### src/rtl/drd_alu_pkg.sv
// -----------------------------------------------------------------------------
// drd_alu_pkg
// Shared definitions for the ALU operation sequencer:
//   - 3-bit operation class codes (ocode[6:4])
//   - unit indices, shared by the one-hot unit enable and result-mux select
//   - sequencer FSM state encoding
// Optional feature macro used by the importing files: DRD_ALU_MAC_EN.
// -----------------------------------------------------------------------------
package drd_alu_pkg;

  localparam logic [2:0] CLS_ADDSUB = 3'd0;
  localparam logic [2:0] CLS_LOGIC  = 3'd1;
  localparam logic [2:0] CLS_SHIFT  = 3'd2;
  localparam logic [2:0] CLS_COM    = 3'd3;
  localparam logic [2:0] CLS_MUL    = 3'd4;
  localparam logic [2:0] CLS_MAC    = 3'd5;

  localparam int UNIT_ADDSUB = 0;
  localparam int UNIT_LOGIC  = 1;
  localparam int UNIT_SHIFT  = 2;
  localparam int UNIT_COM    = 3;
  localparam int UNIT_MUL    = 4;
  localparam int UNIT_MAC    = 5;
  localparam int UNIT_N      = 6;

  typedef enum logic [1:0] {
    ST_IDLE = 2'd0,
    ST_EXEC = 2'd1,
    ST_MULW = 2'd2,
    ST_HOLD = 2'd3
  } state_t;

endpackage

### src/rtl/drd_alu_cls_dec.sv
// -----------------------------------------------------------------------------
// drd_alu_cls_dec
// Purely combinational class decoder: maps the 3-bit operation class to a
// one-hot unit enable and flags unsupported classes.
// Macro DRD_ALU_MAC_EN: when defined, class 101 decodes to the MAC unit;
// otherwise class 101 is flagged illegal and the MAC bit is never set.
// Ports:
//   cls      in  3  operation class
//   en       out 6  one-hot unit enable (bit order per drd_alu_pkg UNIT_*)
//   illegal  out 1  class not supported by this build
// -----------------------------------------------------------------------------
module drd_alu_cls_dec
  import drd_alu_pkg::*;
(
  input  logic [2:0]        cls,
  output logic [UNIT_N-1:0] en,
  output logic              illegal
);

  // class -> one-hot enable / illegal flag
  always_comb begin
    en      = 6'b000000;
    illegal = 1'b0;
    case (cls)
      CLS_ADDSUB: en[UNIT_ADDSUB] = 1'b1;
      CLS_LOGIC:  en[UNIT_LOGIC]  = 1'b1;
      CLS_SHIFT:  en[UNIT_SHIFT]  = 1'b1;
      CLS_COM:    en[UNIT_COM]    = 1'b1;
      CLS_MUL:    en[UNIT_MUL]    = 1'b1;
`ifdef DRD_ALU_MAC_EN
      CLS_MAC:    en[UNIT_MAC]    = 1'b1;
`else
      CLS_MAC:    illegal         = 1'b1;
`endif
      default:    illegal         = 1'b1;
    endcase
  end

endmodule

### src/rtl/drd_alu_seq.sv
// -----------------------------------------------------------------------------
// drd_alu_seq
// Operation sequencer for a small ALU datapath. Accepts an opcode in IDLE,
// drives the one-hot unit enable for one cycle (single-cycle classes) or for
// MUL_CYCLES / MUL_CYCLES+1 cycles (MUL / MAC), pulses the result-register
// capture enable on the last execute cycle, then holds the result valid until
// the consumer takes it.
// Every operation starts with one decode cycle (counter value 0) in which the
// result-mux select is already set but no unit is enabled; this gives a
// result-valid latency of 2 cycles for single-cycle classes and MUL_CYCLES+1
// for MUL.
// Macro DRD_ALU_MAC_EN: compiles the MAC (class 101) path in; otherwise 101 is
// illegal and bit 5 of unit_en_o / sel_o is never set.
// Ports:
//   CLK          in   1  clock, rising edge
//   RST          in   1  synchronous active-high reset
//   op_valid_i   in   1  opcode request valid
//   op_ready_o   out  1  sequencer idle, can accept an opcode
//   ocode_i      in   7  [6:4] class, [0] MUL high/low half select
//   unit_en_o    out  6  one-hot unit enable
//   sel_o        out  6  one-hot result-mux select
//   sel_n_o      out  6  rail complement of sel_o
//   mul_hi_o     out  1  high product half select
//   reg_en_o     out  1  result register capture enable
//   res_valid_o  out  1  result register holds a valid result
//   res_ready_i  in   1  consumer accepts the result
//   illegal_o    out  1  one-cycle pulse for an unsupported class
//   busy_o       out  1  sequencer not idle
// -----------------------------------------------------------------------------
module drd_alu_seq
  import drd_alu_pkg::*;
#(
  parameter int MUL_CYCLES = 4,
  parameter int CNT_W      = 4
) (
  input  logic              CLK,
  input  logic              RST,
  input  logic              op_valid_i,
  output logic              op_ready_o,
  input  logic [6:0]        ocode_i,
  output logic [UNIT_N-1:0] unit_en_o,
  output logic [UNIT_N-1:0] sel_o,
  output logic [UNIT_N-1:0] sel_n_o,
  output logic              mul_hi_o,
  output logic              reg_en_o,
  output logic              res_valid_o,
  input  logic              res_ready_i,
  output logic              illegal_o,
  output logic              busy_o
);

  // counter value of the final execute cycle per class group
  localparam logic [CNT_W-1:0] ONE_LAST = CNT_W'(1);
  localparam logic [CNT_W-1:0] MUL_LAST = CNT_W'(MUL_CYCLES);
  localparam logic [CNT_W-1:0] MAC_LAST = CNT_W'(MUL_CYCLES + 1);
  localparam logic [CNT_W-1:0] CNT_ZERO = {CNT_W{1'b0}};

  state_t              state_r, state_next_s;
  logic [CNT_W-1:0]    cnt_r, cnt_next_s;
  logic [CNT_W-1:0]    last_r, last_next_s;
  logic [UNIT_N-1:0]   sel_r, sel_next_s;
  logic                mul_hi_r, mul_hi_next_s;
  logic                illegal_next_s;
  logic [UNIT_N-1:0]   dec_en_s;
  logic                dec_illegal_s;
  logic                active_next_s;
  logic [UNIT_N-1:0]   unit_en_r;
  logic                reg_en_r, res_valid_r, illegal_r, ready_r, busy_r;
  logic                ocode_unused_s;

  // only the class field and the half-select bit carry meaning
  assign ocode_unused_s = ^ocode_i[3:1];

  drd_alu_cls_dec u_cls_dec (
    .cls     (ocode_i[6:4]),
    .en      (dec_en_s),
    .illegal (dec_illegal_s)
  );

  // next-state, counter and latched-operand logic
  always_comb begin
    state_next_s   = state_r;
    cnt_next_s     = cnt_r;
    last_next_s    = last_r;
    sel_next_s     = sel_r;
    mul_hi_next_s  = mul_hi_r;
    illegal_next_s = 1'b0;
    case (state_r)
      ST_IDLE: begin
        cnt_next_s = CNT_ZERO;
        if (op_valid_i) begin
          if (dec_illegal_s) begin
            // accepted but dropped: stay idle, only flag it
            illegal_next_s = 1'b1;
          end else begin
            sel_next_s    = dec_en_s;
            mul_hi_next_s = ocode_i[0];
            if (dec_en_s[UNIT_MUL]) begin
              state_next_s = ST_MULW;
              last_next_s  = MUL_LAST;
            end else if (dec_en_s[UNIT_MAC]) begin
              state_next_s = ST_MULW;
              last_next_s  = MAC_LAST;
            end else begin
              state_next_s = ST_EXEC;
              last_next_s  = ONE_LAST;
            end
          end
        end else begin
          state_next_s = ST_IDLE;
        end
      end
      ST_EXEC, ST_MULW: begin
        if (cnt_r == last_r) begin
          state_next_s = ST_HOLD;
        end else begin
          cnt_next_s = cnt_r + ONE_LAST;
        end
      end
      ST_HOLD: begin
        if (res_ready_i) begin
          state_next_s  = ST_IDLE;
          cnt_next_s    = CNT_ZERO;
          sel_next_s    = 6'b000000;
          mul_hi_next_s = 1'b0;
        end else begin
          state_next_s = ST_HOLD;
        end
      end
      default: begin
        state_next_s  = ST_IDLE;
        cnt_next_s    = CNT_ZERO;
        sel_next_s    = 6'b000000;
        mul_hi_next_s = 1'b0;
      end
    endcase
  end

  // execute window: past the decode cycle of EXEC/MULW
  always_comb begin
    active_next_s = 1'b0;
    if ((state_next_s == ST_EXEC) || (state_next_s == ST_MULW)) begin
      active_next_s = (cnt_next_s != CNT_ZERO);
    end else begin
      active_next_s = 1'b0;
    end
  end

  // state and registered outputs, all derived from next-state values
  always_ff @(posedge CLK) begin
    if (RST) begin
      state_r     <= ST_IDLE;
      cnt_r       <= CNT_ZERO;
      last_r      <= CNT_ZERO;
      sel_r       <= 6'b000000;
      mul_hi_r    <= 1'b0;
      illegal_r   <= 1'b0;
      unit_en_r   <= 6'b000000;
      reg_en_r    <= 1'b0;
      res_valid_r <= 1'b0;
      ready_r     <= 1'b1;
      busy_r      <= 1'b0;
    end else begin
      state_r     <= state_next_s;
      cnt_r       <= cnt_next_s;
      last_r      <= last_next_s;
      sel_r       <= sel_next_s;
      mul_hi_r    <= mul_hi_next_s;
      illegal_r   <= illegal_next_s;
      unit_en_r   <= active_next_s ? sel_next_s : 6'b000000;
      reg_en_r    <= active_next_s && (cnt_next_s == last_next_s);
      res_valid_r <= (state_next_s == ST_HOLD);
      ready_r     <= (state_next_s == ST_IDLE);
      busy_r      <= (state_next_s != ST_IDLE);
    end
  end

  assign op_ready_o  = ready_r;
  assign busy_o      = busy_r;
  assign unit_en_o   = unit_en_r;
  assign sel_o       = sel_r;
  assign sel_n_o     = ~sel_r;
  assign mul_hi_o    = mul_hi_r;
  assign reg_en_o    = reg_en_r;
  assign res_valid_o = res_valid_r;
  assign illegal_o   = illegal_r;

endmodule

### config.mk
export PLATFORM = sky130hd
export DESIGN_NAME = drd_alu_seq
export DESIGN_NICKNAME = d
export VERILOG_FILES = /design/src/rtl/drd_alu_pkg.sv /design/src/rtl/drd_alu_cls_dec.sv /design/src/rtl/drd_alu_seq.sv
export SDC_FILE = /design/constraint.sdc
export NUM_CORES = 1
export LEC_CHECK = 0
export CAP_MARGIN = 25
export CORE_ASPECT_RATIO = 0.7
export CORE_MARGIN = 10
export CORE_UTILIZATION = 49
export DETAILED_ROUTE_END_ITERATION = 8
export GPL_TIMING_DRIVEN = 0
export PLACE_DENSITY = 0.88
export SLEW_MARGIN = 20
export SYNTH_ARGS = -nofsm -noshare
export SYNTH_HDL_FRONTEND = slang
export SYNTH_SLANG_ARGS = --single-unit
### constraint.sdc
create_clock -name CLK -period 2.85 [get_ports CLK]
set_clock_uncertainty 0.1 [all_clocks]
set_input_delay 0.57 -clock CLK [delete_from_list [all_inputs] [get_ports CLK]]
set_output_delay 0.57 -clock CLK [all_outputs]
set_load 0.02 [all_outputs]
==> run_results.csv, run 1 <==
group,metric,value,unit
route,drtAntennaViolNets,0,
worst_setup_path,path_buf_inv,2,
placed_design,gp_congestion,0.991,
cts,htree_num_levels,1,
route,drc,0,
placed_design,pre_cts_slack,-0.498,ns
finish,final_nets,228,
worst_setup_path,worstPathRequired,2.96,ns
finish,finalInstanceArea,0.00189,mm2
cts,holdBufCountCts,0,
worst_setup_path,cp_max_fo,7,
cts,root_buffer,"clkbuf_8",
global_route,grt_pass1_wl,6.53,mm
run_status,status,"complete, no violations",
sta,finalCritPeriodShare,0.945,
hold_path,hold_start,"mul_hi_o",
synthesis,ys_types,46,
finish,final_common_cell,"clkdlybuf4s50_1",
global_route,overflow,0,
sta,setup_ws,0.155,ns
synthesis,syn_area_per_cell,8.27,um2
hold_path,worstHoldPathType,"reg -> reg",
worst_setup_path,path_cells,"clkdlybuf4s50_1 > and2b_1 > nor2_4 > o22ai_1 > a211oi_2 > ha_1 > inv_1 > a41o_2 > and4bb_1",
sta,rsz0062_at_grt,"no",
synthesis,async_flop_share,0,
cts,clk_pin_slew,0.09,ns
die,die_x,85.5,um
finish,nFillCells,247,
die,die-area,0.00563,mm2
placed_design,dpl_cell_area,0.00181,mm2
die,io_pins,35,
finish,fin_util,0.664,
cts,clockBufferDepth,2,
pwr,powerDensity,417,mW/mm2
synthesis,synth_nets,194,
worst_setup_path,end_kind,"register",
sta,worst_pin_slew,0.510,ns
synthesis,synth_top_area_cell,"dfxtp_1",
cts,clkLatencyLatePin,0.27,ns
sta,setup_tns,0,ns
route,first_iter_violations,204,
worst_setup_path,worstPathArrival,2.80,ns
synthesis,synthTopCellsByArea,"dfxtp_1 (38%), nor2_1 (5.6%), inv_1 (4.6%)",
placed_design,io_buffers,29,
worst_setup_path,critPathTopFamily,"simple AND/OR/NAND/NOR gates",
route,num_vias,1426,
synthesis,synth_top_flop_cell,"dfxtp_1",
synthesis,synth-edff-count,0,
route,viasPerCell,5.77,
synthesis,synth_area,0.00147,mm2
pwr,p_leak,0.712,nW
synthesis,yosysWarnings,0,
cts,numCtsBuffers,3,
synthesis,ys_ff_latch,28,
synthesis,yosysTopAreaCellShare,0.381,
cts,cts_sinks,28,
finish,mostFrequentLayoutCells,"clkdlybuf4s50_1 (29), dfxtp_1 (28), nor2_1 (21)",
die,fp.dieH,65.8,um
cts,cts_tree,"done",
placed_design,dp_cells,243,
finish,area_growth,28.3,%
synthesis,synthCells,178,
sta,fmax,0.371,GHz
route,dr.pass1.iters,5,
worst_setup_path,cp_slowest_stage_delay,0.49,ns
global_route,globalRouteTotalUtil,0.143,
global_route,grt_pass1_vias,1358,
sta,final.min_clock_period,2.69,ns
synthesis,ys_seq_area_frac,0.381,
die,start_util,0.518,
finish,fin_cells,247,
sta,hold_viol_final,0,
worst_setup_path,r2r-start,"state_r[0]",
sta,finalMaxSlewViolations,0,
route,wire_per_inst,16.3,um
global_route,grt_max_degree,16,
worst_setup_path,worst-setup-path-type,"in -> reg",
worst_setup_path,crit_path_top_delay_cell,"clkdlybuf4s50_1",
global_route,antenna_found_initial,0,
pwr,irDropWorstVdd,0.245,mV
sta,setup_viol,0,
worst_setup_path,startpoint,"res_ready_i",
run,maxCapViolations,0,
finish,drive_gt1_frac,0.0853,
placed_design,dp_hpwl,3.07,mm
sta,maxSlewHeadroom,0.660,
finish,diodes,0,
die,rows,16,
worst_setup_path,start_kind,"input port",
die,core_area,0.00284,mm2
route,wirelength,4.03,mm
worst min-delay path, delay by kind of cell, from the launching register on:
kind | cells | cell delay [ns]
flops | 1 | 0.33
compound gates | 2 | 0.13
cell usage after synthesis (all sizes together), types with 2 or more instances:
library cell  instances
nand3                 3
xnor2                 4
nand2b                4
nand4                 2
and3b                 2
nor3b                 3
clkbuf                7
inv                  18
and3                  5
dfxtp                28
nor3                  6
ha                    5
or3                   2
a211oi                3
nor2b                 4
mux2i                 4
a21oi                 9
a32oi                 3
o21ai                10
nand2                12
or2                   2
nor2                 22
layer usage:
metal / global-route usage / share of wire
met1: 0.182 / 0.42
met2: 0.226 / 0.47
met3: 0.0468 / 0.10
met4: 0.0389 / 0.0097
met5: 0 / 0
layout make-up:
cell class,count,area [um2],area share
Multi-Input combinational cell,125,836,0.443
Sequential cell,28,561,0.297
Timing Repair Buffer,29,290,0.154
Inverter,18,67.6,0.0358
Clock buffer,4,55.1,0.0292
Tap cell,36,45.0,0.0239
Buffer,7,33.8,0.0179
repair_timing:
item	CTS	global route
setup buffers	0	0
resized for setup	4	7
endpoints found under the setup margin	7	5
logic make-up (layout without fill, tap and decap cells):
logic type / count (synthesis) / after routing / share of synthesized area
AND/OR/NAND/NOR: 74 / 74 / 0.277
AO/OA/AOI/OAI: 37 / 37 / 0.167
flip-flops: 28 / 28 / 0.381
buffers and inverters: 25 / 58 / 0.0638
adder cells (fa/ha/maj): 5 / 5 / 0.0425
multiplexers: 5 / 5 / 0.0349
XOR/XNOR: 4 / 4 / 0.0340
power breakdown:
part / switching (mW) / total [mW] / internal [mW]
combinational: 0.0830 / 0.139 / 0.0559
sequential: 0.00693 / 0.407 / 0.400
clock: 0.118 / 0.242 / 0.124
total: 0.208 / 0.787 / 0.579
registers in the layout, indices dropped and copies added, names as in the netlist:
| name | cells |
|---|---|
| busy_o | 1 |
| illegal_o | 1 |
| state_r | 2 |
| unit_en_o | 6 |
| last_r | 4 |
| res_valid_o | 1 |
| op_ready_o | 1 |
| reg_en_o | 1 |
| mul_hi_o | 1 |
| sel_o | 6 |
| cnt_r | 4 |
final timing paths:
| check | end | slack (ns) | depth (start not counted) |
|---|---|---|---|
| setup / recovery | reg_en_o | 0.16 | 9 |
| hold / removal | mul_hi_o | 0.41 | 2 |
| setup reg to reg | reg_en_o | 0.18 | 11 |
| hold reg to reg | mul_hi_o | 0.41 | 2 |
per-stage QoR:
stage / hold slack [ns] / total power, mW
after global routing: 0.443 / 0.824
after floorplan: 0.392 / 0.498
after detailed placement: 0.392 / 0.546
after global placement: 0.386 / 0.543
after CTS: 0.410 / 0.786
final: 0.409 / 0.787
Note: power is estimated with default switching activity, not from simulation.
==> inputs of run 2 (changes only) <==
- CAP_MARGIN: 25 -> 20
==> results of run 2 <==
Same layout as run 1: the final DEF is identical, and so are final timing and power.
==> inputs of run 3 (changes only) <==
- CELL_PAD_IN_SITES_DETAIL_PLACEMENT: unset -> 0
- CELL_PAD_IN_SITES_GLOBAL_PLACEMENT: unset -> 1
- CORE_UTILIZATION: 49 -> 36
==> run_results.csv, run 3 (synthesized netlist as in run 1, its figures left out) <==
group,metric,value,unit
finish,nFillCells,393,
pwr,seqPwrFrac,0.478,
placed_design,dp_hpwl,3.03,mm
route,dr.pass1.iters,4,
route,wirelength,3.88,mm
sta,setup_tns,0,ns
global_route,grt_max_degree,17,
sta,finalCritPeriodShare,0.933,
sta,setup_viol,0,
finish,final_nets,226,
route,wl_met1,2.01,mm
pwr,p_leak,0.712,nW
pwr,irDropWorstVdd,0.321,mV
sta,hold_viol_final,0,
worst_setup_path,reg2reg_depth,9,
run,maxCapViolations,0,
hold_path,holdPathStages,2,
pwr,internal_power,0.642,mW
worst_setup_path,start_kind,"input port",
placed_design,pre_cts_slack,-0.473,ns
global_route,grt_pass1_wl,6.29,mm
global_route,grt_pass1_vias,1259,
run_status,status,"complete, no violations",
worst_setup_path,startpoint,"res_ready_i",
worst_setup_path,r2r-start,"state_r[0]",
cts,clockBufferDepth,2,
route,viasPerCell,5.17,
worst_setup_path,worst-setup-path-type,"in -> reg",
global_route,antenna_found_initial,0,
finish,mostFrequentLayoutCells,"clkdlybuf4s50_1 (29), dfxtp_1 (28), nor2_1 (21)",
route,met2_wirelength,1.56,mm
die,start_util,0.375,
route,drtAntennaViolNets,0,
route,routed-wl-met3,303,um
pwr,clock_power_share,0.364,
cts,root_buffer,"clkbuf_8",
sta,worst_pin_slew,0.506,ns
route,wire_per_inst,14.8,um
finish,seqCellArea,561,um2
pwr,p_comb_frac,0.158,
cts,cts_sinks,28,
route,drc,0,
finish,diodes,0,
sta,rsz0062_at_grt,"no",
worst_setup_path,worstPathRequired,2.97,ns
global_route,globalRouteTotalUtil,0.109,
finish,drive_gt1_frac,0.0766,
worst_setup_path,cp_max_fo,7,
route,first_iter_violations,147,
cts,htree_num_levels,1,
sta,fmax,0.376,GHz
pwr,powerDensity,446,mW/mm2
worst_setup_path,worstPathArrival,2.78,ns
route,num_vias,1350,
hold_path,hold_start,"sel_o[5]",
die,rows,19,
worst_setup_path,path_cells,"clkdlybuf4s50_1 > and2b_1 > nor2_4 > o22ai_1 > a211oi_2 > ha_1 > inv_1 > a41o_2 > and4bb_1",
finish,area_growth,29.7,%
placed_design,io_buffers,29,
route,highest_layer,"met3",
finish,final_common_cell,"clkdlybuf4s50_1",
hold_path,worstHoldPathType,"reg -> reg",
cts,cts_tree,"done",
die,fp.dieH,73.5,um
die,core_area,0.00392,mm2
worst_setup_path,cp_slowest_stage_delay,0.48,ns
sta,finalMaxSlewViolations,0,
pwr,swShare,0.245,
pwr,switching_power,0.208,mW
global_route,overflow,0,
finish,multi_input_area,831,um2
worst_setup_path,crit_path_top_delay_cell,"clkdlybuf4s50_1",
cts,numCtsBuffers,3,
worst_setup_path,end_kind,"register",
die,io_pins,35,
sta,maxSlewHeadroom,0.663,
die,die-area,0.00709,mm2
cts,clk_pin_slew,0.09,ns
placed_design,gp_congestion,0.869,
sta,setup_ws,0.190,ns
sta,final.min_clock_period,2.66,ns
die,die_x,96.4,um
cts,clkLatencyLatePin,0.27,ns
run 3: worst max-delay path, delay by kind of cell:
family	cells	cell delay, ns
simple gates	3	0.76
compound gates	3	0.75
fa+ha+maj	1	0.18
buf+inv	2	0.52
run 3: per-layer routing:
metal	track usage	vias to the layer above
met5	0	-
met1	0.161	623
met2	0.159	41
met4	0.00482	0
met3	0.0315	0
li1	-	686
run 3: power groups by stage:
stage               clock, mW  combinational (mW)  sequential (mW)
global route            0.331               0.148            0.408
floorplan                   0              0.0764            0.422
detailed placement          0               0.130            0.415
global placement            0               0.131            0.415
finish                  0.309               0.135            0.406
CTS                     0.314               0.133            0.406
run 3: through the flow:
step                      cells  hold WS, ns   util  total power, mW  instance area [um2]
after floorplan             178        0.392      -            0.498                 1470
after CTS                   263        0.406  0.486            0.854                 1910
final                       261        0.402  0.486            0.850                 1910
after global placement      259        0.387  0.466            0.546                 1830
after detailed placement    259        0.393  0.466            0.546                 1830
after global routing        261        0.439  0.486            0.887                 1910
run 3: area by class of cell:
class,instances,area share
Buffer,5,0.0118
Clock buffer,3,0.0216
Clock inverter,1,0.0157
Inverter,18,0.0354
Multi-Input combinational cell,125,0.435
Sequential cell,28,0.294
Tap cell,52,0.0341
Timing Repair Buffer,29,0.152
run 3: path summary, 6_finish.rpt:
| check | end | slack, ns |
|---|---|---|
| worst min-delay path | unit_en_o[5] | 0.40 |
| worst max-delay path | reg_en_o | 0.19 |
| worst min register to register | unit_en_o[5] | 0.40 |
| worst max register to register | reg_en_o | 0.30 |
run 3: timing repair:
action,CTS,global route
gates resized for setup,4,4
pin swaps,0,0
endpoints found under the setup margin,7,7
hold buffers,0,0
setup buffers,0,0
gates cloned,0,0
